<file path="src/rtl/vgg_acc_pkg.sv">
// Shared widths and state encoding for the 16-bit serial to 1024-bit parallel loader.
package vgg_acc_pkg;

    localparam int DATA_W = 16;
    localparam int BUS_W  = 1024;
    localparam int ADDR_W = 15;

    typedef enum logic [1:0] {
        S2P_IDLE  = 2'd0,
        S2P_FETCH = 2'd1,
        S2P_DRAIN = 2'd2,
        S2P_HOLD  = 2'd3
    } s2p_state_t;

endpackage

</file>
<file path="src/rtl/s2p_credit_cnt.sv">
// Counts reads accepted by the bus but not yet returned; can_issue stays high
// while there is room for another read in flight.
module s2p_credit_cnt #(
    parameter int MAX_OUTSTANDING = 4
) (
    input  logic clk,
    input  logic rst_n,
    input  logic clr,
    input  logic inc,
    input  logic dec,
    output logic can_issue
);

    localparam int CW = $clog2(MAX_OUTSTANDING + 1);

    logic [CW-1:0] cnt_q, cnt_d;

    always_comb begin
        cnt_d = cnt_q;
        if (clr) begin
            cnt_d = '0;
        end else if (inc && !dec) begin
            cnt_d = cnt_q + CW'(1);
        end else if (dec && !inc && (cnt_q != '0)) begin
            cnt_d = cnt_q - CW'(1);
        end
    end

    always_ff @(posedge clk) begin
        if (!rst_n) begin
            cnt_q <= '0;
        end else begin
            cnt_q <= cnt_d;
        end
    end

    assign can_issue = (cnt_q < CW'(MAX_OUTSTANDING));

endmodule

</file>
<file path="src/rtl/s16_to_p1024.sv">
// Gathers NUM_WORDS 16-bit Avalon-MM reads into one 1024-bit word for the PE.
// Optional S2P_ZERO_PAD_EN adds pad_control: a start with pad set yields an all-zero word without bus traffic.
//
//   state | meaning
//   IDLE  | waiting for start_control; outputs quiet
//   FETCH | issuing reads, collecting responses
//   DRAIN | all reads issued, waiting for the remaining responses
//   HOLD  | word complete, data_valid_pe high until PE accepts
module s16_to_p1024
    import vgg_acc_pkg::*;
#(
    parameter int NUM_WORDS       = 64,
    parameter int ADDR_STEP       = 2,
    parameter int MAX_OUTSTANDING = 4
) (
    input  logic              clk,
    input  logic              rst_n,
    input  logic              start_control,
    input  logic [ADDR_W-1:0] addr_in_control,
`ifdef S2P_ZERO_PAD_EN
    input  logic              pad_control,
`endif
    output logic              busy,
    output logic [BUS_W-1:0]  dataout_pe,
    output logic              data_valid_pe,
    input  logic              data_ready_pe,
    output logic [ADDR_W-1:0] address_input,
    output logic              read_input,
    output logic              chipselect_input,
    output logic [1:0]        byteenable_input,
    input  logic [DATA_W-1:0] readdata_input,
    input  logic              waitrequest_input,
    input  logic              readdatavalid_input
);

    localparam int CNT_W = $clog2(NUM_WORDS + 1);

    s2p_state_t        state_q, state_d;
    logic [ADDR_W-1:0] addr_q, addr_d;
    logic [CNT_W-1:0]  issued_q, issued_d;
    logic [CNT_W-1:0]  returned_q, returned_d;
    logic [BUS_W-1:0]  dout_q, dout_d;

    logic can_issue;
    logic rd_req;
    logic accept;
    logic resp_ok;
    logic start_load;
    logic pad_req;

`ifdef S2P_ZERO_PAD_EN
    assign pad_req = pad_control;
`else
    assign pad_req = 1'b0;
`endif

    always_ff @(posedge clk) begin
        if (!rst_n) begin
            state_q <= S2P_IDLE;
        end else begin
            state_q <= state_d;
        end
    end

    always_comb begin
        state_d = state_q;
        case (state_q)
            S2P_IDLE: begin
                if (start_control) begin
                    state_d = pad_req ? S2P_HOLD : S2P_FETCH;
                end
            end
            S2P_FETCH: begin
                if (issued_q == CNT_W'(NUM_WORDS)) begin
                    state_d = S2P_DRAIN;
                end
            end
            S2P_DRAIN: begin
                if (returned_q == CNT_W'(NUM_WORDS)) begin
                    state_d = S2P_HOLD;
                end
            end
            S2P_HOLD: begin
                if (data_ready_pe) begin
                    state_d = S2P_IDLE;
                end
            end
            default: state_d = S2P_IDLE;
        endcase
    end

    always_comb begin
        busy          = (state_q != S2P_IDLE);
        data_valid_pe = (state_q == S2P_HOLD);
        rd_req        = (state_q == S2P_FETCH) && (issued_q < CNT_W'(NUM_WORDS)) && can_issue;
    end

    // Responses count only while a word is being gathered; strays in IDLE/HOLD are dropped.
    assign accept     = rd_req && !waitrequest_input;
    assign resp_ok    = readdatavalid_input && (returned_q < CNT_W'(NUM_WORDS)) &&
                        ((state_q == S2P_FETCH) || (state_q == S2P_DRAIN));
    assign start_load = (state_q == S2P_IDLE) && start_control;

    always_comb begin
        addr_d     = addr_q;
        issued_d   = issued_q;
        returned_d = returned_q;
        dout_d     = dout_q;
        if (start_load) begin
            addr_d     = addr_in_control;
            issued_d   = '0;
            returned_d = '0;
            dout_d     = '0;
        end else begin
            if (accept) begin
                addr_d   = addr_q + ADDR_W'(ADDR_STEP);
                issued_d = issued_q + CNT_W'(1);
            end
            if (resp_ok) begin
                for (int k = 0; k < NUM_WORDS; k++) begin
                    if (returned_q == CNT_W'(k)) begin
                        dout_d[k*DATA_W +: DATA_W] = readdata_input;
                    end
                end
                returned_d = returned_q + CNT_W'(1);
            end
        end
    end

    always_ff @(posedge clk) begin
        if (!rst_n) begin
            addr_q     <= '0;
            issued_q   <= '0;
            returned_q <= '0;
            dout_q     <= '0;
        end else begin
            addr_q     <= addr_d;
            issued_q   <= issued_d;
            returned_q <= returned_d;
            dout_q     <= dout_d;
        end
    end

    s2p_credit_cnt #(
        .MAX_OUTSTANDING (MAX_OUTSTANDING)
    ) u_credit (
        .clk       (clk),
        .rst_n     (rst_n),
        .clr       (start_load),
        .inc       (accept),
        .dec       (resp_ok),
        .can_issue (can_issue)
    );

    assign dataout_pe       = dout_q;
    assign address_input    = addr_q;
    assign read_input       = rd_req;
    assign chipselect_input = rd_req;
    assign byteenable_input = 2'b11;

endmodule

</file>
<file path="config.mk">
export PLATFORM = sky130hd
export DESIGN_NAME = s16_to_p1024
export DESIGN_NICKNAME = d
export VERILOG_FILES = /design/src/rtl/vgg_acc_pkg.sv /design/src/rtl/s2p_credit_cnt.sv /design/src/rtl/s16_to_p1024.sv
export SDC_FILE = /design/constraint.sdc
export NUM_CORES = 2
export LEC_CHECK = 0
export ABC_AREA = 0
export CAP_MARGIN = 25
export CORE_AREA = 2 2 419 421
export DETAILED_ROUTE_END_ITERATION = 6
export DIE_AREA = 0 0 421 423
export PLACE_DENSITY = 0.48
export REMOVE_ABC_BUFFERS = 1
export SLEW_MARGIN = 20
export SYNTH_ARGS = -nofsm -noshare
export SYNTH_HDL_FRONTEND = slang
export SYNTH_SLANG_ARGS = --single-unit
</file>
<file path="constraint.sdc">
create_clock -name clk -period 2.9 [get_ports clk]
set_clock_uncertainty 0.15 [all_clocks]
set_input_delay 0.435 -clock clk [delete_from_list [all_inputs] [get_ports clk]]
set_output_delay 0.435 -clock clk [all_outputs]
set_load 0.03 [all_outputs]
</file>
# After elaboration in Yosys (flattened, before gate mapping)
# Cells that the tools add are included.
# totals
elab_cells,244
inputBits,37
regBits,1058
out_inout_bits,1045
# op_classes
n_lt_le_gt_ge,3
add_sub_neg,5
n_eq_ne,72
n_reduce_logical,85
mux,9
bitwise,1
# op_table
cell,n
7-bit by 6-bit == test with 1-bit output (second input constant),32
2-bit AND reduction,64
7-bit by 5-bit == test with 1-bit output (second input constant),16
7-bit by 4-bit == test with 1-bit output (second input constant),8
15-bit two-way mux,2
7-bit by 3-bit == test with 1-bit output (second input constant),4
15-bit by 2-bit adder with 15-bit output (second input constant),1
7-bit by 1-bit adder with 7-bit output (second input constant),2
7-bit by 2-bit == test with 1-bit output (second input constant),2
7-bit == test (second input constant),2
7-bit less-than comparator (second input constant),2
1-bit logical AND,9
2-bit two-way mux,4
2-bit one-hot mux with 4 select lines,1
7-bit by 1-bit == test with 1-bit output (second input constant),1
7-bit logical NOT,1
3-bit two-way mux,2
2-bit != test (second input constant),3
2-bit nonzero test,3
2-bit == test (second input constant),2
4-bit AND reduction,1
3-bit by 1-bit adder with 3-bit output (second input constant),1
1-bit logical NOT,3
3-bit less-than comparator (second input constant),1
8 further kinds,8

# Longest topological paths before layout
# depth
ltp_word,9
ltp_mapped,11
ltp_nobuf,9

# By module
# From an unflattened synthesis, not the netlist that was laid out.
# unflattened
cells_unflattened,3737
hier_area_um2,39137.5
# modules_own_cells
module,instances,cells_each,area_each_um2,seq_area_each_um2
s16_to_p1024,1,3715,38946.1,21120.3
s2p_credit_cnt,1,22,191.4,60.1

# Worst setup path after synthesis
# Ideal clock, no wire load.
# synth_timing
kind,register to register
start,register state_q[1]
end,register u_credit.cnt_q[2]
setup_slack_ns,0.178
required_ns,2.676
synth_period_minus_slack_ns,2.722
arrival_time_ns,2.498
path_buffers,2
stages_incl_launch_ff,11
setup_ns,0.074
cell_sequence,dfxtp_1 -> inv_1 -> ha_1 -> or4b_1 -> buf_2 -> buf_6 -> nor2_1 -> inv_1 -> fa_1 -> or4_1 -> a31oi_1
# synth_between
elab_chain_len,8
elab_cells_between_ends,17
classes_between,eq/ne: 2; mux: 1; reduce/logical: 14
# synth_rtl
element,line_no,source
from (decl),s16_to_p1024.sv:38,"s2p_state_t state_q, state_d;"
from (signal assigned),s16_to_p1024.sv:61,state_q <= state_d;
2-bit by 1-bit == test with 1-bit output,"s16_to_p1024.sv:95, s16_to_p1024.sv:101",
1-bit logical AND (2 in a row),s16_to_p1024.sv:95,rd_req = (state_q == S2P_FETCH) && (issued_q < CNT_W'(NUM_WORDS)) && can_issue;
1-bit logical AND,s16_to_p1024.sv:99,assign accept = rd_req && !waitrequest_input;
1-bit logical NOT,s2p_credit_cnt.sv:24,end else if (dec && !inc && (cnt_q != '0)) begin
1-bit logical AND (2 in a row),s2p_credit_cnt.sv:24,
2-bit nonzero test (no source line),--,
to (signal assigned),s2p_credit_cnt.sv:33,cnt_q <= cnt_d;
to (decl),s2p_credit_cnt.sv:16,"logic [CW-1:0] cnt_q, cnt_d;"
# Several ways; a longest one is shown, not always the timed one.
# A chain may end at the register's enable or synchronous reset.

# Worst setup path after layout
# layout_timing
start,register state_q[1]
end,output read_input
# layout_between
elab_chain_len,3
# layout_rtl
element,line_no,source
2-bit by 1-bit == test with 1-bit output,s16_to_p1024.sv:95,
1-bit logical AND (2 in a row),s16_to_p1024.sv:95,
to (decl),s16_to_p1024.sv:28,"output logic read_input,"
# No other way between the ends.

==> reports/metrics.cfg <==
[status]
status=finished clean

[detailed_routing]
detailed_route_wire_length_per_cell_um=23.1
drt-initial-drc-count=2615
drtAntennaViolNets=0
route.detailed.vias_per_inst=4.40
drt_pass1_iterations=7
dr_total_vias=35300
drt-total-wl_um=185000
detail_route.drc_violations=0

[logic_synthesis]
synth_top_cell_area_share_pct=54.7
synth_largest_area_cell=sky130_fd_sc_hd__dfxtp_1
synth_async_sr_flop_share_pct=0
synth-seq-cells=1058
share_of_the_yosys_chip_area_belonging_to_registers_pct=54.7
post_synth_top_cells=1,529 x sky130_fd_sc_hd__nand2_1, 1,058 x sky130_fd_sc_hd__dfxtp_1, 767 x sky130_fd_sc_hd__a21oi_1
number_of_enable_type_register_cells_in_the_synthesized_netlist=0
synthesis.area_sq_mm=0.0387
post_synthesis_instance_total=4566
dominantRegCellSynth=sky130_fd_sc_hd__dfxtp_1
post_synth_cell_types=52
synthTopCellsByArea=sky130_fd_sc_hd__dfxtp_1 55%, sky130_fd_sc_hd__nand2_1 15%, sky130_fd_sc_hd__a21oi_1 9.9%
syn_avg_cell_area_sq_um=8.48
post-synth-top-count-cell=sky130_fd_sc_hd__nand2_1
synth-warning-count=0

[placed_design]
placedInstanceArea_sq_mm=0.0533
place.gp.congestion=0.831
placement.io_buffers=1079
post-dp-hpwl_um=124000
place.detailed.instances=7786

[timing]
period_needed_ns=2.71
clock.fmax_mhz=369
tightest_slew_ns=0.691
hold_violations=0
maxSlewHeadroom_pct=53.9
finish_stage_setup_viols=0
unrepaired_setup_endpoints_after_global_routing=no
timing_max_transition_violations_final=0
fin_crit_sh_pct=93.4

[cts]
maximum_buffer_depth_of_the_clock_tree=3
cts_num_sinks=1058
clkSlewWorstSetupHoldPaths_ns=0.05
cts_tree=yes
post-cts-setup-buffers=0
cts_max_level=4
cts-buffers-inserted=130
clock_tree.root_cell=sky130_fd_sc_hd__clkbuf_16
clk-insertion-delay-late_ns=0.79

[layout]
fin_nets=5653
post_layout_nonfiller_instances=8023
final_layout_size_suffix_gt1_share_pct=9.11
final_core_utilization_pct=33.3
post-route-cell-area_sq_mm=0.0577
synthToLayoutAreaGrowth_pct=48.9

[die]
die_h_um=423
design.core.area_sq_mm=0.173
boundaryPins=1082
number_of_core_rows=153
floorplan.die.width_um=421
die-area_sq_mm=0.178
floorplan.initialDensity_pct=22.4

[worst_hold_path]
hold_class=in -> reg

[grt]
first_global_vias=33000
grt_max_degree=116
first_pass_grt_wire_length_um=256000
grt_overflow=0
grt_usage_pct=19.9
antenna_found_initial=2

[power]
worst_voltage_drop_across_the_vdd_grid_uv=587
finalPower_mw=34.8
power.leakage_nw=18.4
cellPowerDensity_mw_per_mm2=603

[critical_path]
critPathCaptureType=primary output
critical_path_arrival_ns=2.12
criticalPathCategory=reg -> out
max_stage_delay_ns=0.38
critPathLaunchType=flop
path_delay_family=buffers and inverters
critical_path.cell_chain=inv_1 -> ha_1 -> buf_4 -> nor3b_2 -> clkdlybuf4s15_2
crit_fanout=4
worst_ep_required_time_ns=2.32
cpMaxStageDelayCell=sky130_fd_sc_hd__clkdlybuf4s15_2
bufs_and_invs_on_worst_path=3

[flow_run]
cap_viol_max_count=0

==> through the flow <==
| stage | setup WS, ns | TNS [ns] | hold WS, ns |
|---|---|---|---|
| floorplan | -8.65 | -7971.97 | 0.308 |
| global placement | -0.124 | -0.162 | 0.289 |
| detailed placement | -0.113 | -0.157 | 0.294 |
| CTS | 0.00994 | 0 | 0.00224 |
| global route | 0.0406 | 0 | 0.0600 |
| finish | 0.191 | 0 | 0.0677 |
==> final cells by class <==
class	instances	area, sq um
Tap cell	2325	2910
Inverter	14	52.6
Clock buffer	188	3860
Fill cell	17900	116000
Antenna cell	2	5.00
Sequential cell	1058	21200
Multi-Input combinational cell	3095	15700
Timing Repair Buffer	1304	13500
Clock inverter	37	449
==> registers in the layout, summed over array words and instances, names as in the netlist <==
name / cells
state_q: 2
returned_q: 7
address_input: 15
issued_q: 7
dataout_pe: 1024
u_credit.cnt_q: 3
==> cells in the final DEF, fill, tap and decap left out, types with 54 or more instances in the layout <==
cell                                 n
sky130_fd_sc_hd__nor3_4             54
sky130_fd_sc_hd__clkbuf_16         136
sky130_fd_sc_hd__nor2_1            293
sky130_fd_sc_hd__buf_4             150
sky130_fd_sc_hd__dfxtp_1          1058
sky130_fd_sc_hd__clkdlybuf4s50_1  1059
sky130_fd_sc_hd__nand2_1          1528
sky130_fd_sc_hd__a21oi_1           767
sky130_fd_sc_hd__mux2i_1           275
sky130_fd_sc_hd__buf_12             81
==> path summary, 6_finish.rpt <==
kind | start | endpoint | slack [ns] | cells past startpoint
setup / recovery | state_q[1]$_SDFFE_PN0P_ | read_input | 0.19 | 5
hold / removal | readdata_input[1] | dataout_pe[177]$_SDFFE_PP0P_ | 0.07 | 4
setup reg to reg | state_q[1]$_SDFFE_PN0P_ | u_credit.cnt_q[2]$_SDFFE_PP0P_ | 0.22 | 8
hold reg to reg | dataout_pe[793]$_SDFFE_PP0P_ | dataout_pe[793]$_SDFFE_PP0P_ | 0.30 | 2
==> tightest hold or removal path: cells and delay by family <==
kind / cells / cell delay (ns)
buf+inv: 2 / 0.33
simple gates: 1 / 0.12
compound gates: 1 / 0.05
==> power breakdown <==
group / internal [mW] / switching (mW)
sequential: 14.7 / 0.152
combinational: 0.879 / 2.59
clock: 9.79 / 6.73
total: 25.3 / 9.47
==> what timing repair did <==
action,in CTS,in global routing
endpoints found under the setup margin,4,1
hold buffers,10,0
gates resized for setup,10,2
hold endpoints to repair,130,0
==> kinds of logic (layout without fill, tap and decap cells) <==
kind of cell / count (synthesis) / in the layout / share of synthesized area [%]
AND/OR/NAND/NOR: 1992 / 1992 / 22.0
flip-flops: 1058 / 1058 / 54.7
AO/OA/AOI/OAI: 793 / 793 / 10.4
buffers and inverters: 414 / 1543 / 4.99
multiplexers: 276 / 276 / 7.14
XOR/XNOR: 19 / 19 / 0.430
adder cells (fa/ha/maj): 13 / 13 / 0.439
other: 1 / 4 / 0.00968
==> metal layers <==
metal  GRT usage, %  up-vias  share of wire [%]  wire (um)
li1               -    16900                  -          -
met1           23.3    17000                 40      74300
met2           34.3     1132                 49      91700
met3           4.99      280                6.2      11400
met4           8.68        0                4.3       8060
met5              0        -                  0          0
Power figures use the tool's default switching activity.
